## src/rtl/risc_wb_sched_pkg.sv

```systemverilog
// Shared widths and the ALU writeback entry type for the writeback scheduler slice.
package risc_pkg;

  localparam int DATA_W   = 8;
  localparam int ADDR_W   = 3;
  localparam int NUM_REGS = 8;

  typedef struct packed {
    logic [ADDR_W-1:0] dst;
    logic [DATA_W-1:0] data;
  } wb_entry_t;

endpackage

```

## src/rtl/risc_wb_sched_fifo.sv

```systemverilog
// ALU writeback FIFO with per-entry valid/dst taps for hazard compare.
// With RISC_WB_FWD_EN the newest entry is also exported for operand forwarding.
module risc_wb_fifo
  import risc_pkg::*;
#(
  parameter int DEPTH = 2,
  localparam int PTR_W = $clog2(DEPTH),
  localparam int CNT_W = PTR_W + 1
) (
  input  logic                             clk,
  input  logic                             rst_n,
  input  logic                             push_i,
  input  wb_entry_t                        push_ent_i,
  input  logic                             pop_i,
  output wb_entry_t                        head_o,
  output logic [CNT_W-1:0]                 count_o,
  output logic [DEPTH-1:0]                 ent_vld_o,
  output logic [DEPTH-1:0][ADDR_W-1:0]     ent_dst_o
`ifdef RISC_WB_FWD_EN
  ,
  output wb_entry_t                        newest_o
`endif
);

  wb_entry_t        mem_q [DEPTH];
  logic [PTR_W-1:0] wr_ptr_q, wr_ptr_d;
  logic [PTR_W-1:0] rd_ptr_q, rd_ptr_d;
  logic [CNT_W-1:0] count_q, count_d;
  logic [PTR_W-1:0] off;

  // DEPTH is a power of two, so pointer wrap is the natural overflow.
  always_comb begin
    wr_ptr_d = push_i ? wr_ptr_q + 1'b1 : wr_ptr_q;
    rd_ptr_d = pop_i  ? rd_ptr_q + 1'b1 : rd_ptr_q;
    count_d  = count_q;
    if (push_i && !pop_i) count_d = count_q + 1'b1;
    if (!push_i && pop_i) count_d = count_q - 1'b1;
  end

  always_ff @(posedge clk or negedge rst_n) begin
    if (!rst_n) begin
      wr_ptr_q <= '0;
      rd_ptr_q <= '0;
      count_q  <= '0;
      for (int i = 0; i < DEPTH; i++) mem_q[i] <= '0;
    end else begin
      wr_ptr_q <= wr_ptr_d;
      rd_ptr_q <= rd_ptr_d;
      count_q  <= count_d;
      if (push_i) mem_q[wr_ptr_q] <= push_ent_i;
    end
  end

  // An entry is live when its distance from the read pointer is below count.
  always_comb begin
    off       = '0;
    ent_vld_o = '0;
    ent_dst_o = '0;
    for (int i = 0; i < DEPTH; i++) begin
      off          = PTR_W'(i) - rd_ptr_q;
      ent_vld_o[i] = CNT_W'(off) < count_q;
      ent_dst_o[i] = mem_q[i].dst;
    end
  end

  assign head_o  = mem_q[rd_ptr_q];
  assign count_o = count_q;
`ifdef RISC_WB_FWD_EN
  assign newest_o = mem_q[wr_ptr_q - 1'b1];
`endif

endmodule

```

## src/rtl/risc_wb_sched.sv

```systemverilog
// Writeback scheduler: shares the register-file write port between load returns
// (always granted) and buffered ALU results; tracks pending loads and flags hazards.
// Optional operand forwarding is enabled with RISC_WB_FWD_EN.
module risc_wb_sched #(
  parameter int DATA_W = risc_pkg::DATA_W,
  parameter int ADDR_W = risc_pkg::ADDR_W,
  parameter int DEPTH  = 2
) (
  input  logic              clk,
  input  logic              rst_n,
  input  logic              alu_vld,
  input  logic [ADDR_W-1:0] alu_dst,
  input  logic [DATA_W-1:0] alu_rslt,
  output logic              alu_rdy,
  input  logic              ld_issue,
  input  logic [ADDR_W-1:0] ld_issue_dst,
  input  logic              ld_vld,
  input  logic [ADDR_W-1:0] ld_dst,
  input  logic [DATA_W-1:0] ld_data,
  input  logic [ADDR_W-1:0] opnda_addr,
  input  logic [ADDR_W-1:0] opndb_addr,
  output logic              haz_a,
  output logic              haz_b,
  output logic              reg_wr_vld,
  output logic              load_op,
  output logic [ADDR_W-1:0] dst,
  output logic [DATA_W-1:0] rslt,
  output logic [DATA_W-1:0] dmdataout,
  output logic              err_unexp
`ifdef RISC_WB_FWD_EN
  ,
  output logic              fwd_a_vld,
  output logic              fwd_b_vld,
  output logic [DATA_W-1:0] fwd_a_data,
  output logic [DATA_W-1:0] fwd_b_data
`endif
);

  localparam int CNT_W = $clog2(DEPTH) + 1;

  risc_pkg::wb_entry_t               push_ent, head;
  logic [CNT_W-1:0]                  count;
  logic [DEPTH-1:0]                  ent_vld;
  logic [DEPTH-1:0][ADDR_W-1:0]      ent_dst;
  logic                              push, pop;

  logic                              reg_wr_vld_q, reg_wr_vld_d;
  logic                              load_op_q, load_op_d;
  logic [ADDR_W-1:0]                 dst_q, dst_d;
  logic [DATA_W-1:0]                 rslt_q, rslt_d;
  logic [DATA_W-1:0]                 dmdataout_q, dmdataout_d;
  logic [risc_pkg::NUM_REGS-1:0]     pend_q, pend_d;
  logic                              err_q, err_d;

  logic fifo_hit_a, fifo_hit_b, wr_hit_a, wr_hit_b;

  // ALU handshake: a result transfers on a cycle where alu_vld and alu_rdy are both
  // high; alu_rdy depends only on registered count, and upstream holds alu_vld/data
  // stable until the transfer.
  assign alu_rdy  = count < CNT_W'(DEPTH);
  assign push     = alu_vld && alu_rdy;
  assign pop      = !ld_vld && (count != '0);
  assign push_ent = {alu_dst, alu_rslt};

  risc_wb_fifo #(.DEPTH(DEPTH)) u_fifo (
    .clk        (clk),
    .rst_n      (rst_n),
    .push_i     (push),
    .push_ent_i (push_ent),
    .pop_i      (pop),
    .head_o     (head),
    .count_o    (count),
    .ent_vld_o  (ent_vld),
    .ent_dst_o  (ent_dst)
`ifdef RISC_WB_FWD_EN
    ,
    .newest_o   (newest)
`endif
  );

  // Load returns cannot stall, so they always take the port ahead of the FIFO.
  always_comb begin
    reg_wr_vld_d = 1'b0;
    load_op_d    = load_op_q;
    dst_d        = dst_q;
    rslt_d       = rslt_q;
    dmdataout_d  = dmdataout_q;
    if (ld_vld) begin
      reg_wr_vld_d = 1'b1;
      load_op_d    = 1'b1;
      dst_d        = ld_dst;
      dmdataout_d  = ld_data;
    end else if (pop) begin
      reg_wr_vld_d = 1'b1;
      load_op_d    = 1'b0;
      dst_d        = head.dst;
      rslt_d       = head.data;
    end
  end

  // Issue is applied after return so a same-register set wins over the clear.
  always_comb begin
    pend_d = pend_q;
    if (ld_vld)   pend_d[ld_dst]       = 1'b0;
    if (ld_issue) pend_d[ld_issue_dst] = 1'b1;
    err_d = err_q | (ld_vld & ~pend_q[ld_dst]);
  end

  always_ff @(posedge clk or negedge rst_n) begin
    if (!rst_n) begin
      reg_wr_vld_q <= 1'b0;
      load_op_q    <= 1'b0;
      dst_q        <= '0;
      rslt_q       <= '0;
      dmdataout_q  <= '0;
      pend_q       <= '0;
      err_q        <= 1'b0;
    end else begin
      reg_wr_vld_q <= reg_wr_vld_d;
      load_op_q    <= load_op_d;
      dst_q        <= dst_d;
      rslt_q       <= rslt_d;
      dmdataout_q  <= dmdataout_d;
      pend_q       <= pend_d;
      err_q        <= err_d;
    end
  end

  always_comb begin
    fifo_hit_a = 1'b0;
    fifo_hit_b = 1'b0;
    for (int i = 0; i < DEPTH; i++) begin
      if (ent_vld[i] && (ent_dst[i] == opnda_addr)) fifo_hit_a = 1'b1;
      if (ent_vld[i] && (ent_dst[i] == opndb_addr)) fifo_hit_b = 1'b1;
    end
    wr_hit_a = reg_wr_vld_q && (dst_q == opnda_addr);
    wr_hit_b = reg_wr_vld_q && (dst_q == opndb_addr);
  end

`ifdef RISC_WB_FWD_EN
  risc_pkg::wb_entry_t newest;
  logic                new_hit_a, new_hit_b;
  logic [DATA_W-1:0]   wr_data;

  // Youngest producer wins: newest FIFO entry, else the write in flight.
  always_comb begin
    wr_data    = load_op_q ? dmdataout_q : rslt_q;
    new_hit_a  = (count != '0) && (newest.dst == opnda_addr);
    new_hit_b  = (count != '0) && (newest.dst == opndb_addr);
    fwd_a_vld  = !pend_q[opnda_addr] && (new_hit_a || (!fifo_hit_a && wr_hit_a));
    fwd_b_vld  = !pend_q[opndb_addr] && (new_hit_b || (!fifo_hit_b && wr_hit_b));
    fwd_a_data = new_hit_a ? newest.data : wr_data;
    fwd_b_data = new_hit_b ? newest.data : wr_data;
    haz_a      = pend_q[opnda_addr] | ((fifo_hit_a | wr_hit_a) & ~fwd_a_vld);
    haz_b      = pend_q[opndb_addr] | ((fifo_hit_b | wr_hit_b) & ~fwd_b_vld);
  end
`else
  assign haz_a = pend_q[opnda_addr] | fifo_hit_a | wr_hit_a;
  assign haz_b = pend_q[opndb_addr] | fifo_hit_b | wr_hit_b;
`endif

  assign reg_wr_vld = reg_wr_vld_q;
  assign load_op    = load_op_q;
  assign dst        = dst_q;
  assign rslt       = rslt_q;
  assign dmdataout  = dmdataout_q;
  assign err_unexp  = err_q;

endmodule

```

## config.mk

```make
export PLATFORM = sky130hd
export DESIGN_NAME = risc_wb_sched
export DESIGN_NICKNAME = d
export VERILOG_FILES = /design/src/rtl/risc_wb_sched_pkg.sv /design/src/rtl/risc_wb_sched_fifo.sv /design/src/rtl/risc_wb_sched.sv
export SDC_FILE = /design/constraint.sdc
export NUM_CORES = 1
export LEC_CHECK = 0
export BUFFER_PORTS_ARGS = -buffer_cell sky130_fd_sc_hd__buf_2
export CAP_MARGIN = 20
export CORE_MARGIN = 1
export CORE_UTILIZATION = 40
export DETAILED_ROUTE_END_ITERATION = 16
export PLACE_DENSITY = 0.64
export SYNTH_ARGS = -nofsm -noshare
export SYNTH_HDL_FRONTEND = slang
export SYNTH_SLANG_ARGS = --single-unit
export TNS_END_PERCENT = 1
```

## constraint.sdc

```tcl
create_clock -name clk -period 2.1 [get_ports clk]
set_clock_uncertainty 0.2 [all_clocks]
set_input_delay 0.42 -clock clk [delete_from_list [all_inputs] [get_ports clk]]
set_output_delay 0.42 -clock clk [all_outputs]
set_load 0.05 [all_outputs]
```

==> results_dict.tcl <==
set metrics [dict create \
    p_leak_nw 1.49 \
    grt.total_usage_pct 16.8 \
    first_global_vias 1913 \
    die_w_um 84.7 \
    ant_nets 0 \
    grt_overflow 0 \
    cp.arrival_ps 1700 \
    setup_viol 2 \
    cts_setup_buffers 0 \
    cap_violations 0 \
    fin_hold_ws_ps 142 \
    clock_latency_ps 300 \
    diodes 0 \
    antenna_found_initial 0 \
    cts_root_buffer "clkbuf_8" \
    tightestPinTransition_ps 524 \
    hold_path_class "in2reg" \
    cp.required_ps 1480 \
    worstSetupPathType "reg2out" \
    timing.rr.start "u_fifo.count_o[1]" \
    multiInputGateArea_um2 1220 \
    port_buffers 60 \
    syn_area_um2 2740 \
    setup_ws_ps -216 \
    yosysSeqAreaShare_pct 51.2 \
    die-area_um2 7180 \
    postPlaceCellArea_um2 3130 \
    async_flop_share_pct 100 \
    firstDrtPassIters 13 \
    gp_congestion 0.811 \
    wl_per_cell_um 15.0 \
    cts_sinks 56 \
    cpPeakStageDelay_ps 480 \
    status "finished, violations left" \
    critPathTopFamily "multiplexers" \
    p_per_area_nw_per_um2 1430 \
    crit_chain "mux4_2 -> mux2i_2 -> nand4_1 -> buf_6" \
    fin_util_pct 51.0 \
    period_minus_slack_ps 2320 \
    vdd_drop_max_uv 637 \
    die_h_um 84.7 \
    min-delay-start "ld_issue_dst[1]" \
    endpoint_kind "primary output" \
    synthCells 222 \
    syn-num-nets 259 \
    synthFlopType "dfrtp_1" \
    final-hold-violation-count 0 \
    wirelength_mm 5.48 \
    nFillCells 595 \
    ys_types 27 \
    post-route-period-util_pct 110 \
    synth_edf_count 0 \
    crit_path_start_kind "register" \
    fin_area_um2 3290 \
    clk_pin_slew_ps 100 \
    nets 323 \
    initial_core_util_pct 42.4 \
    grt_max_degree 36 \
    violations "negative setup slack" \
    ios 61 \
    path_buf_inv 1 \
    worstSetupStartpoint "pend_q[4]" \
    grt_pass1_wl_mm 9.50 \
    max_slew_margin_pct 65.1 \
    rsz0062_at_grt "yes" \
    cts_made_buffers 5 \
    ys_seq_elements 56 \
    clockBufferDepth 2 \
    rows 29 \
    core_um2 6460 \
    htree_levels 2 \
    critPathMaxFanout 4 \
    area_growth_pct 20.3 \
    synth_warnings 0 \
    drive_above_1_share_pct 41.5 \
    cts_tree "done" \
    drtIter0Drc 72 \
    seqCellArea_um2 1400 \
    route.detailed.drc 0 \
    synth_area_per_cell_um2 12.3 \
    via_per_inst 5.08 \
    hpwlAfterDp_mm 4.09 \
    crit_path_top_delay_cell "mux4_2" \
    vias 1848 \
    slew_violations 0 \
    timing.fmax_ghz 0.432 \
]
power breakdown:
group / total, mW / leakage (nW) / switching [mW] / internal, mW
clock: 0.833 / 0.0687 / 0.352 / 0.480
combinational: 2.07 / 0.762 / 1.16 / 0.904
sequential: 1.83 / 0.660 / 0.337 / 1.49
total: 4.73 / 1.49 / 1.85 / 2.87
cell type report:
type	instances	area share [%]
clock buffers	5	2.09
clock inverters	3	2.09
inverters	4	0.456
multi-input cells	147	37.2
flip-flops and latches	56	42.6
well taps	77	2.93
repair buffers	72	12.7
registers in the layout (all words and copies together), names as in the netlist:
register and count:
dmdataout 8, dst 3, err_unexp 1, load_op 1, pend_q 8, reg_wr_vld 1
rslt 8, u_fifo.count_o 2, u_fifo.ent_dst_o 6, u_fifo.mem_q 16, u_fifo.rd_ptr_q 1, u_fifo.wr_ptr_q 1
worst reg2reg max path, cell delays in order, from the launching register on:
cell and delay (ps):
dfrtp_1 500, nand2b_4 200, nor2_1 270, buf_4 220, mux2_2 330
placed cells by master, fill, tap and decap left out, types with 3 or more instances in the layout:
master    instances
buf_2            58
buf_4            10
mux2_2           32
mux4_2            4
clkbuf_8          5
o31ai_1           3
inv_1             4
mux2i_1          16
nand2_1          14
nand4_1           6
o21ai_0          25
nor2_1            4
xnor2_1          23
dfrtp_1          56
nand2b_1          6
cell families (layout without fill, tap and decap cells):
kind of cell | Yosys count | after routing | synth area share [%]
XOR/XNOR | 23 | 23 | 7.36
AND/OR/NAND/NOR | 35 | 35 | 6.58
buffers and inverters | 19 | 84 | 3.61
adder cells (fa/ha/maj) | 1 | 1 | 0.457
multiplexers | 53 | 53 | 23.2
flip-flops | 56 | 56 | 51.2
AO/OA/AOI/OAI | 35 | 35 | 7.54
routing by layer:
metal / track usage, % / vias up / wire length [µm]
met1: 22.4 / 891 / 2590
met5: 0 / - / 0
met4: 5.55 / 0 / 44
met2: 27.8 / 50 / 2630
li1: - / 903 / -
met3: 2.95 / 4 / 215
repair_timing:
action | 4_1_cts | 5_1_grt
pin swaps | 2 | 2
hold buffers | 1 | 0
endpoints found under the setup margin | 2 | 2
hold endpoints to repair | 21 | 0
resized for setup | 4 | 1
cell usage after synthesis (3+ instances only):
cell type | number | area (µm²)
buf_2 | 7 | 35.0
nand4_1 | 6 | 37.5
nand2_1 | 14 | 52.6
mux2_2 | 32 | 360
o31ai_1 | 3 | 22.5
nand2b_1 | 6 | 37.5
dfrtp_1 | 56 | 1400
xnor2_1 | 23 | 201
clkbuf_1 | 5 | 18.8
mux2i_1 | 17 | 170
mux4_1 | 4 | 105
o21ai_0 | 25 | 125
nor2_1 | 4 | 15.0
inv_1 | 4 | 15.0
path summary, 6_finish.rpt:
kind                                        to  slack [ps]  depth (start not counted)
setup / recovery                         haz_a        -220                          4
hold / removal                       pend_q[4]         140                          2
setup reg to reg           u_fifo.ent_dst_o[1]         250                          4
hold reg to reg                      err_unexp         270                          2
max in group asynchronous  u_fifo.ent_dst_o[1]         720                          3
min in group asynchronous         dmdataout[7]         420                          2
stage by stage:
stage	power (mW)	TNS, ps	setup slack [ps]	instances
floorplan	3.38	-275	-137	222
global placement	3.84	-66.6	-40.2	355
detailed placement	3.89	-132	-69.8	355
CTS	4.78	-407	-212	364
global route	5.01	-593	-308	364
finish	4.73	-386	-216	364
No activity file was read; power rests on OpenSTA's default activity.
